===== config.mk =====
export PLATFORM = sky130hd
export DESIGN_NAME = pc_unit_flat
export DESIGN_NICKNAME = d
export VERILOG_FILES = /design/src/rtl/scpu_pkg.sv /design/src/rtl/pc_unit_if.sv /design/src/rtl/ras_stack.sv /design/src/rtl/pc_unit.sv /design/src/flat_wrapper.sv
export SDC_FILE = /design/constraint.sdc
export NUM_CORES = 1
export LEC_CHECK = 0
export ABC_AREA = 1
export CAP_MARGIN = 20
export CORE_UTILIZATION = 52
export DETAILED_ROUTE_END_ITERATION = 10
export GPL_TIMING_DRIVEN = 0
export PLACE_DENSITY = 0.78
export SETUP_SLACK_MARGIN = 0.2
export SLEW_MARGIN = 10
export SYNTH_ARGS = -nofsm -noshare
export SYNTH_HDL_FRONTEND = slang
export SYNTH_SLANG_ARGS = --single-unit

===== constraint.sdc =====
create_clock -name clk -period 9 [get_ports clk]
set_clock_uncertainty 0.1 [all_clocks]
set_input_delay 0.9 -clock clk [delete_from_list [all_inputs] [get_ports clk]]
set_output_delay 0.9 -clock clk [all_outputs]
set_load 0.01 [all_outputs]

===== src/rtl/scpu_pkg.sv =====
// Shared CPU definitions: next-PC operation encoding and PC-unit defaults.
// Codes 000-011 keep the meaning of the legacy 2-bit NPC selector.
package scpu_pkg;

  typedef enum logic [2:0] {
    NPC_PLUS4  = 3'b000,
    NPC_BRANCH = 3'b001,
    NPC_JUMP   = 3'b010,
    NPC_RS     = 3'b011,
    NPC_JAL    = 3'b100,
    NPC_RET    = 3'b101,
    NPC_EXC    = 3'b110,
    NPC_ERET   = 3'b111
  } npc_op_e;

  localparam logic [31:0] DEF_RESET_PC   = 32'h0000_3000;
  localparam logic [31:0] DEF_EXC_VECTOR = 32'h0000_4180;

  // True for ops whose target comes from a register and so may be misaligned.
  function automatic logic op_may_misalign(npc_op_e op);
    return (op == NPC_RS) || (op == NPC_RET) || (op == NPC_ERET);
  endfunction

endpackage


===== src/rtl/pc_unit_if.sv =====
// Control/status bundle between the pipeline control logic and pc_unit.
// master = control unit / register file side, slave = pc_unit.
interface pc_unit_if #(
  parameter int WIDTH = 32,
  parameter int CNT_W = 16
);
  import scpu_pkg::*;

  logic             stall;
  npc_op_e          npc_op;
  logic [25:0]      imm;
  logic [WIDTH-1:0] rs;
  logic [WIDTH-1:0] pc;
  logic [WIDTH-1:0] npc;
  logic [WIDTH-1:0] pc_plus4;
  logic [WIDTH-1:0] epc;
  logic             addr_err;
  logic             ras_empty;
  logic             ras_full;
  logic [CNT_W-1:0] ras_hit_cnt;
  logic [CNT_W-1:0] ras_miss_cnt;

  modport master (
    output stall, npc_op, imm, rs,
    input  pc, npc, pc_plus4, epc, addr_err,
    input  ras_empty, ras_full, ras_hit_cnt, ras_miss_cnt
  );

  modport slave (
    input  stall, npc_op, imm, rs,
    output pc, npc, pc_plus4, epc, addr_err,
    output ras_empty, ras_full, ras_hit_cnt, ras_miss_cnt
  );

endinterface


===== src/rtl/ras_stack.sv =====
// Circular return-address stack; a push when full overwrites the oldest entry.
// One-cycle update; push takes priority if both are requested.
module ras_stack #(
  parameter int WIDTH = 32,
  parameter int DEPTH = 4
) (
  input  logic             clk,
  input  logic             rst,
  input  logic             push,
  input  logic             pop,
  input  logic [WIDTH-1:0] push_dat,
  output logic [WIDTH-1:0] top_dat,
  output logic             empty,
  output logic             full
);

  localparam int PTR_W = $clog2(DEPTH);
  localparam int OCC_W = $clog2(DEPTH + 1);
  localparam logic [OCC_W-1:0] OCC_MAX = OCC_W'(DEPTH);

  logic [WIDTH-1:0] mem_q [DEPTH];
  logic [WIDTH-1:0] mem_d [DEPTH];
  logic [PTR_W-1:0] ptr_q, ptr_d;
  logic [OCC_W-1:0] occ_q, occ_d;
  logic [PTR_W-1:0] top_idx;

  // ptr_q is the next free slot, which is also the oldest slot once full.
  assign top_idx = ptr_q - PTR_W'(1);
  assign top_dat = mem_q[top_idx];
  assign empty   = (occ_q == '0);
  assign full    = (occ_q == OCC_MAX);

  always_comb begin
    mem_d = mem_q;
    ptr_d = ptr_q;
    occ_d = occ_q;
    if (push) begin
      mem_d[ptr_q] = push_dat;
      ptr_d        = ptr_q + PTR_W'(1);
      occ_d        = full ? occ_q : occ_q + OCC_W'(1);
    end else if (pop && !empty) begin
      ptr_d = top_idx;
      occ_d = occ_q - OCC_W'(1);
    end
  end

  always_ff @(posedge clk or posedge rst) begin
    if (rst) begin
      for (int i = 0; i < DEPTH; i++) mem_q[i] <= '0;
      ptr_q <= '0;
      occ_q <= '0;
    end else begin
      mem_q <= mem_d;
      ptr_q <= ptr_d;
      occ_q <= occ_d;
    end
  end

endmodule


===== src/rtl/pc_unit.sv =====
// Program counter with next-PC selection, EPC, return-address stack and RET statistics.
// npc is combinational; pc updates on the next edge unless stalled (EXC ignores stall).
module pc_unit
  import scpu_pkg::*;
#(
  parameter int          WIDTH      = 32,
  parameter logic [31:0] RESET_PC   = DEF_RESET_PC,
  parameter logic [31:0] EXC_VECTOR = DEF_EXC_VECTOR,
  parameter int          RAS_DEPTH  = 4,
  parameter int          CNT_W      = 16
) (
  input  logic    clk,
  input  logic    rst,
  pc_unit_if.slave bus
);

  logic [WIDTH-1:0] pc_q, pc_d;
  logic [WIDTH-1:0] epc_q, epc_d;
  logic [CNT_W-1:0] hit_q, hit_d;
  logic [CNT_W-1:0] miss_q, miss_d;

  logic [WIDTH-1:0] pc4;
  logic [WIDTH-1:0] br_off;
  logic [WIDTH-1:0] raw_tgt;
  logic [WIDTH-1:0] npc;
  logic             ras_push;
  logic             ras_pop;
  logic [WIDTH-1:0] ras_top;
  logic             ras_empty;
  logic             ras_full;

  assign pc4    = pc_q + WIDTH'(4);
  assign br_off = {{(WIDTH-18){bus.imm[15]}}, bus.imm[15:0], 2'b00};

  always_comb begin
    raw_tgt = pc4;
    case (bus.npc_op)
      NPC_PLUS4:         raw_tgt = pc4;
      NPC_BRANCH:        raw_tgt = pc4 + br_off;
      NPC_JUMP, NPC_JAL: raw_tgt = {pc4[WIDTH-1:28], bus.imm, 2'b00};
      NPC_RS, NPC_RET:   raw_tgt = bus.rs;
      NPC_EXC:           raw_tgt = WIDTH'(EXC_VECTOR);
      NPC_ERET:          raw_tgt = epc_q;
      default:           raw_tgt = pc4;
    endcase
  end

  assign npc = {raw_tgt[WIDTH-1:2], 2'b00};

  // The RAS only gathers statistics; the RET target is always rs.
  always_comb begin
    pc_d     = pc_q;
    epc_d    = epc_q;
    hit_d    = hit_q;
    miss_d   = miss_q;
    ras_push = 1'b0;
    ras_pop  = 1'b0;
    if (bus.npc_op == NPC_EXC) begin
      pc_d  = npc;
      epc_d = pc_q;
    end else if (!bus.stall) begin
      pc_d = npc;
      if (bus.npc_op == NPC_JAL) begin
        ras_push = 1'b1;
      end else if (bus.npc_op == NPC_RET) begin
        if (ras_empty) begin
          miss_d = (miss_q == '1) ? miss_q : miss_q + CNT_W'(1);
        end else begin
          ras_pop = 1'b1;
          if (ras_top == bus.rs) hit_d  = (hit_q == '1) ? hit_q : hit_q + CNT_W'(1);
          else                   miss_d = (miss_q == '1) ? miss_q : miss_q + CNT_W'(1);
        end
      end
    end
  end

  always_ff @(posedge clk or posedge rst) begin
    if (rst) begin
      pc_q   <= WIDTH'(RESET_PC);
      epc_q  <= '0;
      hit_q  <= '0;
      miss_q <= '0;
    end else begin
      pc_q   <= pc_d;
      epc_q  <= epc_d;
      hit_q  <= hit_d;
      miss_q <= miss_d;
    end
  end

  ras_stack #(
    .WIDTH (WIDTH),
    .DEPTH (RAS_DEPTH)
  ) u_ras (
    .clk      (clk),
    .rst      (rst),
    .push     (ras_push),
    .pop      (ras_pop),
    .push_dat (pc4),
    .top_dat  (ras_top),
    .empty    (ras_empty),
    .full     (ras_full)
  );

  assign bus.pc           = pc_q;
  assign bus.npc          = npc;
  assign bus.pc_plus4     = pc4;
  assign bus.epc          = epc_q;
  assign bus.addr_err     = op_may_misalign(bus.npc_op) && (raw_tgt[1:0] != 2'b00);
  assign bus.ras_empty    = ras_empty;
  assign bus.ras_full     = ras_full;
  assign bus.ras_hit_cnt  = hit_q;
  assign bus.ras_miss_cnt = miss_q;

endmodule


===== src/flat_wrapper.sv =====
// flat-port wrapper written by rule: the top's interface ports become plain ports
module pc_unit_flat import scpu_pkg::*;
#(
  parameter int          WIDTH      = 32,
  parameter logic [31:0] RESET_PC   = DEF_RESET_PC,
  parameter logic [31:0] EXC_VECTOR = DEF_EXC_VECTOR,
  parameter int          RAS_DEPTH  = 4,
  parameter int          CNT_W      = 16
)
  (clk, rst, bus_stall, bus_npc_op, bus_imm, bus_rs, bus_pc, bus_npc, bus_pc_plus4, bus_epc, bus_addr_err, bus_ras_empty, bus_ras_full, bus_ras_hit_cnt, bus_ras_miss_cnt);
  pc_unit_if #(.WIDTH(WIDTH), .CNT_W(CNT_W)) bus_i ();
  input  logic clk;
  input  logic rst;
  input wire logic [$bits(bus_i.stall)-1:0] bus_stall;
  input wire logic [$bits(bus_i.npc_op)-1:0] bus_npc_op;
  input wire logic [$bits(bus_i.imm)-1:0] bus_imm;
  input wire logic [$bits(bus_i.rs)-1:0] bus_rs;
  output wire logic [$bits(bus_i.pc)-1:0] bus_pc;
  output wire logic [$bits(bus_i.npc)-1:0] bus_npc;
  output wire logic [$bits(bus_i.pc_plus4)-1:0] bus_pc_plus4;
  output wire logic [$bits(bus_i.epc)-1:0] bus_epc;
  output wire logic [$bits(bus_i.addr_err)-1:0] bus_addr_err;
  output wire logic [$bits(bus_i.ras_empty)-1:0] bus_ras_empty;
  output wire logic [$bits(bus_i.ras_full)-1:0] bus_ras_full;
  output wire logic [$bits(bus_i.ras_hit_cnt)-1:0] bus_ras_hit_cnt;
  output wire logic [$bits(bus_i.ras_miss_cnt)-1:0] bus_ras_miss_cnt;
  assign bus_i.stall = bus_stall;
  assign bus_i.npc_op = bus_npc_op;
  assign bus_i.imm = bus_imm;
  assign bus_i.rs = bus_rs;
  assign bus_pc = bus_i.pc;
  assign bus_npc = bus_i.npc;
  assign bus_pc_plus4 = bus_i.pc_plus4;
  assign bus_epc = bus_i.epc;
  assign bus_addr_err = bus_i.addr_err;
  assign bus_ras_empty = bus_i.ras_empty;
  assign bus_ras_full = bus_i.ras_full;
  assign bus_ras_hit_cnt = bus_i.ras_hit_cnt;
  assign bus_ras_miss_cnt = bus_i.ras_miss_cnt;
  pc_unit #(.WIDTH(WIDTH), .RESET_PC(RESET_PC), .EXC_VECTOR(EXC_VECTOR), .RAS_DEPTH(RAS_DEPTH), .CNT_W(CNT_W)) u_core (.clk(clk), .rst(rst), .bus(bus_i));
endmodule

Yosys cells after proc, flatten, opt, wreduce, memory -nomap -nowiden
Cells that the tools add are included.
- register bits after elaboration: 229
- bits in latches: 0
- RAM bits: 0
- memory bits (read-only): 0
- bits of input ports: 64
- word-level logic and storage cells: 82
- memories: 0
- $add $sub $neg: 8
- multipliers: 0
- divide/modulo/power cells: 0
- order comparisons: 3
- equal/unequal tests: 14
- shift operators: 0
- multiplexer cells: 25
- bitwise logic cells: 7
- reduce and logical (&&, ||, !) cells: 15
- operators with widths (cell ; count):
    case mux 32 bit (6 select lines) ; 1
    2-to-1 mux 32 bit ; 5
    bitwise mux 128 bit ; 1
    binary-select mux 32 bit (select 2 bit) ; 1
    demux 32 bit (select 2 bit) ; 1
    2-to-1 mux 16 bit ; 3
    adder 16 x 1 -> 16 bit (second input constant) ; 2
    adder 32 x 3 -> 32 bit (second input constant) ; 1
    adder 32 bit ; 1
    equality test 16 bit (second input constant) ; 2
    equality test 32 bit ; 1
    equality test 3 bit (second input constant) ; 5
    2-to-1 mux 3 bit ; 3
    2-to-1 mux 1 bit ; 8
    AND reduction 7 bit ; 1
    equality test 3 x 2 -> 1 bit (second input constant) ; 2
    >= comparator 3 bit (second input constant) ; 2
    zero test 3 bit ; 2
    inverter 2 -> 3 bit ; 2
    inverter 1 bit ; 5
    AND reduction 5 bit ; 1
    2-to-1 mux 2 bit ; 2
    inequality test 2 bit (second input constant) ; 2
    nonzero test 2 bit ; 2
    other kinds (12) ; 16

Longest topological paths before layout
- word-level depth: 9
- gate-level depth with buffers: 26
- gate-level depth less buffers: 26

Modules after synthesis
A second synthesis with hierarchy kept.
- cell total of the unflattened synthesis: 1997
- area, all modules: 14888.0 um2
- by module, submodules not included (module ; times used ; cells an instance ; area an instance (um2)):
    pc_unit ; 1 ; 1324 ; 8400.6
    ras_stack ; 1 ; 673 ; 6487.5

Worst setup path before layout
OpenSTA, ideal clock, no wires.
- kind: reg-to-output
- from: register u_core.pc_q[2], in the netlist u_core.bus.pc[2]
- to: output bus_npc[29]
- arrival time: 2988 ps
- required time: 8000 ps
- slack: 5012 ps
- cell stages (with the launch flop): 20
- buffers on the path: 0
- cells stage by stage: dfrtp_1 ha_1 nand2_1 inv_2 nand3_1 nor2_2 nand2_1 nor2_1 nand2_1 xor2_1 ha_1 a21oi_1 nor2_1 nor2_1 nand2_1 a21oi_1 nand2_1 nand2_1 nand3_1 nand3_1
- word-level cells in the longest chain between the ends: 3
- RTL lines (element ; RTL line ; RTL):
    start, declared ; pc_unit.sv:17 ; logic [WIDTH-1:0] pc_q, pc_d;
    start signal, assigned ; pc_unit.sv:79 ; pc_q <= WIDTH'(RESET_PC);
    start signal, assigned ; pc_unit.sv:84 ; pc_q <= pc_d;
    adder 32 x 3 -> 32 bit ; pc_unit.sv:32 ; assign pc4 = pc_q + WIDTH'(4);
    net bus_pc_plus4[26] ; flat_wrapper.sv:20 ; output wire logic [$bits(bus_i.pc_plus4)-1:0] bus_pc_plus4;
    adder 32 bit ; pc_unit.sv:39 ; NPC_BRANCH: raw_tgt = pc4 + br_off;
    case mux 32 bit (6 select lines) ; pc_unit.sv:37 ; case (bus.npc_op)
    end, declared ; flat_wrapper.sv:19 ; output wire logic [$bits(bus_i.npc)-1:0] bus_npc;
The timed path passes the listed nets, and every way through them passes these cells.

Worst setup path in the final report
- from: register u_core.pc_q[2], in the netlist u_core.bus.pc[2]
- to: output bus_npc[31]
- word-level cells in the longest chain between the ends: 3
- RTL lines (element ; RTL line):
    adder 32 x 3 -> 32 bit * ; pc_unit.sv:32
    adder 32 bit ; pc_unit.sv:39
    case mux 32 bit (6 select lines) * ; pc_unit.sv:37
Mark *: on every way between the ends. The rest lies on a longest branch, timed or not.

==> summary.md <==
| Metric | Value |
|---|---|
| Final Cell Area | `17,800 µm²` |
| Largest area contributor in the netlist | `dfrtp_1` |
| Share of layout cells above drive strength 1 | `4.58%` |
| Clock slew at the register clock pins of the worst setup and hold paths | `0.06 ns` |
| Worst-path fanout max | `9` |
| Yosys reg bits | `217` |
| DR pass1 iterations | `9` |
| Die X | `167 µm` |
| Sw Ratio | `43.3%` |
| Status | `finished with violations` |
| Die ar. | `28,000 µm²` |
| Leakage | `0.00872 µW` |
| Antenna fix cells | `0` |
| Routed len/inst | `20.9 µm` |
| IO Count | `227` |
| Worst hold margin | `0.381 ns` |
| Syn. warnings | `0` |
| Logic pwr share | `45.7%` |
| Syn_area_per_cell | `6.75 µm²` |
| Hold_buf cts | `0` |
| H-Tree Depth | `1` |
| All-Layer GR Usage | `40.4%` |
| # rows | `60` |
| R2R setup slack | `4.47 ns` |
| Endpoint type of the worst setup path | `output port` |
| Reg-to-Reg End | `u_core.bus.pc[31]` |
| Clock tree from TritonCTS | `built` |
| 1st-iter DRT viols | `1,955` |
| IO Port Bufs | `218` |
| Reg2Reg Launch Point | `u_core.bus.pc[2]` |
| Sequential power share | `31.6%` |
| Vias in the first global route | `14,900` |
| CTS sink cnt | `217` |
| Placed inst area | `16,900 µm²` |
| Cell area after synthesis | `14,200 µm²` |
| First-pass GRT wire length | `86.1 mm` |
| Maximum clock rate | `0.160 GHz` |
| RSZ-0062 raised after global routing | `no` |
| Pwr dens | `271 nW/µm²` |
| Failing checks | `design-rule violations` |
| P_sw | `2090 µW` |
| Hold Path Origin | `u_core.u_ras.mem_q[62]` |
| Synth top area cells | `dfrtp_1, nand2_1, nand3_1` |
| Most common cell after layout, fill and taps aside | `nand2_1` |
| Num CTS Buffers | `26` |
| Req. time, crit path | `8.00 ns` |
| Syn Inst Count | `2,105` |
| Most frequent cells in the layout | `nand2_1, inv_1, clkdlybuf4s50_1` |
| Met1 Resource Use GR | `53.5%` |
| Max cap viols | `0` |
| Antenna-violating nets left | `0` |
| Clock Power Share | `22.7%` |
| Post-CTS setup buffers | `0` |
| Crit path time final | `6.27 ns` |
| Max Slew Vio Count | `0` |
| Hold Path Cell Cnt | `2` |
| Relative slew slack | `37.5%` |
| Core area | `26,900 µm²` |
| Post-cts sizing count | `0` |
| WHS Endpoint | `u_core.u_ras.mem_q[62]` |
| Sequential area share after synthesis | `38.2%` |
| Startpoint types | `flip-flop` |
| Least-Margin Pin Slew | `0.931 ns` |
| Largest net degree at the start of global routing | `118` |
| CTS root buf | `clkbuf_16` |
| Share of the synthesized area in the top cell type | `37.9%` |
| Met3 capacity usage during global routing | `7.40%` |
| Hold Path Class | `flip-flop to flip-flop` |
| Area delta synth->final | `25.1%` |
| Setup tns final | `0 ns` |
| Chip height | `167 µm` |
| Starting Density | `52.9%` |
| Tcrit/Tclk final | `69.6%` |
| Dpl hpwl | `43.5 mm` |
| Max Root-Sink Buffers | `3` |
| Final setup viols | `0` |
| Via density | `5.84` |
| R2R cell count | `21` |
| Peak VDD IR | `0.207 mV` |
| GR Overflow Total | `0` |
| Hold Vio Cnt, Final | `0` |
| Crit Path Class | `flip-flop to output port` |
| Top Usage Layer GRT | `met2` |
| Final wirelength | `56.9 mm` |
| DRC Markers | `1` |
| Met2 Track Usage GR | `63.4%` |
| Skew-Pair Late Insertion Delay | `0.55 ns` |
| Initial antenna violation count | `0` |
| Gpl congestion | `1.02` |
| Fin nets | `2,469` |
| Vias | `15,900` |
| WP data arrival | `5.27 ns` |
| Synth unique cells | `43` |
| Internal cell power | `2730 µW` |
## power by group through the flow
stage | Sequential [µW] | Clock [µW] | Combinational [µW]
2_1_floorplan | 1480 | 0 | 1330
3_3_place_gp | 1500 | 0 | 2080
3_5_place_dp | 1520 | 0 | 2130
4_1_cts | 1510 | 1100 | 2150
5_1_grt | 1550 | 1140 | 2390
6_report | 1520 | 1090 | 2200
## state kept, by name (all words and copies together) (netlist names)
register and cells:
u_core.u_ras.occ_q 3, u_core.bus.ras_hit_cnt 16, u_core.bus.ras_miss_cnt 16, u_core.bus.pc 30, u_core.u_ras.mem_q 120, u_core.u_ras.ptr_q 2, u_core.bus.epc 30
## per-stage QoR
step | setup slack [ns] | util, % | total power [µW] | std cells
after global routing | 2.52 | 66.1 | 5080 | 2722
after global placement | -0.783 | 62.7 | 3580 | 2671
after CTS | 2.87 | 66.1 | 4750 | 2721
after floorplan | 2.07 | - | 2810 | 2112
final | 2.73 | 66.1 | 4810 | 2722
after detailed placement | 3.50 | 62.8 | 3650 | 2673
## worst max path at each step
stage	from	to	slack [ns]
2_1_floorplan	rst	u_core.bus.epc[10]	2.07
3_3_place_gp	rst	u_core.bus.pc[27]	-0.78
3_5_place_dp	u_core.bus.pc[2]	bus_npc[29]	3.50
4_1_cts	u_core.bus.pc[2]	bus_npc[29]	2.87
5_1_grt	u_core.bus.pc[2]	bus_npc[29]	2.52
6_report	u_core.bus.pc[2]	bus_npc[31]	2.73
## per-layer routing
metal	part of all wire (%)	routed length [µm]
met1	40	22500
met2	44	25300
met3	10	5860
met4	5.7	3250
met5	0	0
## cell families (layout without fill, tap and decap cells)
logic type | Yosys count | count (layout) | share of synthesized area, %
AND/OR/NAND/NOR | 1226 | 1226 | 35.6
buffers and inverters | 313 | 582 | 9.20
AO/OA/AOI/OAI | 261 | 261 | 10.3
flip-flops | 217 | 217 | 38.2
adder cells (fa/ha/maj) | 44 | 44 | 3.98
XOR/XNOR | 42 | 42 | 2.59
other | 1 | 8 | 0.0264
multiplexers | 1 | 1 | 0.0792
## final cells by class
cell class	instances	area, µm²
Multi-Input combinational cell	1582	7500
Sequential cell	217	5430
Clock inverter	15	165
Fill cell	2472	9100
Clock buffer	33	717
Buffer	79	424
Inverter	234	891
Tap cell	341	427
Timing Repair Buffer	221	2220
## worst max-delay path, cell delays in order (launching register included)
cell	delay, ns
dfrtp_1	0.58
ha_1	0.25
nand2_1	0.08
inv_2	0.09
nand3_1	0.19
nor2_2	0.20
nand2_1	0.27
nor2_1	0.25
nand2_1	0.09
xor2_1	0.65
ha_1	0.43
a21oi_1	0.22
nand2_1	0.09
a21oi_1	0.15
nand2_1	0.10
inv_1	0.06
nand2_1	0.04
nand2_1	0.06
nand3_1	0.08
nand3_1	0.23
clkdlybuf4s50_1	0.59
## synth_stat cells, drive strengths merged
master   count
o21a         1
dfstp        2
nand3      213
or2          6
a22oi        4
a221oi      23
buf         38
a21oi       29
o2111ai      1
nand2      821
nor4         1
a21boi       1
ha          42
o211ai       7
xnor2       10
nor3        28
nor2       120
clkbuf      41
and2         6
fa           2
conb         1
xor2        32
mux2         1
o221ai       3
o21ai      183
nor3b        2
nand3b       9
a21o         1
o22ai        3
nand4       20
o21bai       5
dfrtp      215
inv        234
Note: power is estimated with default switching activity, not from simulation.
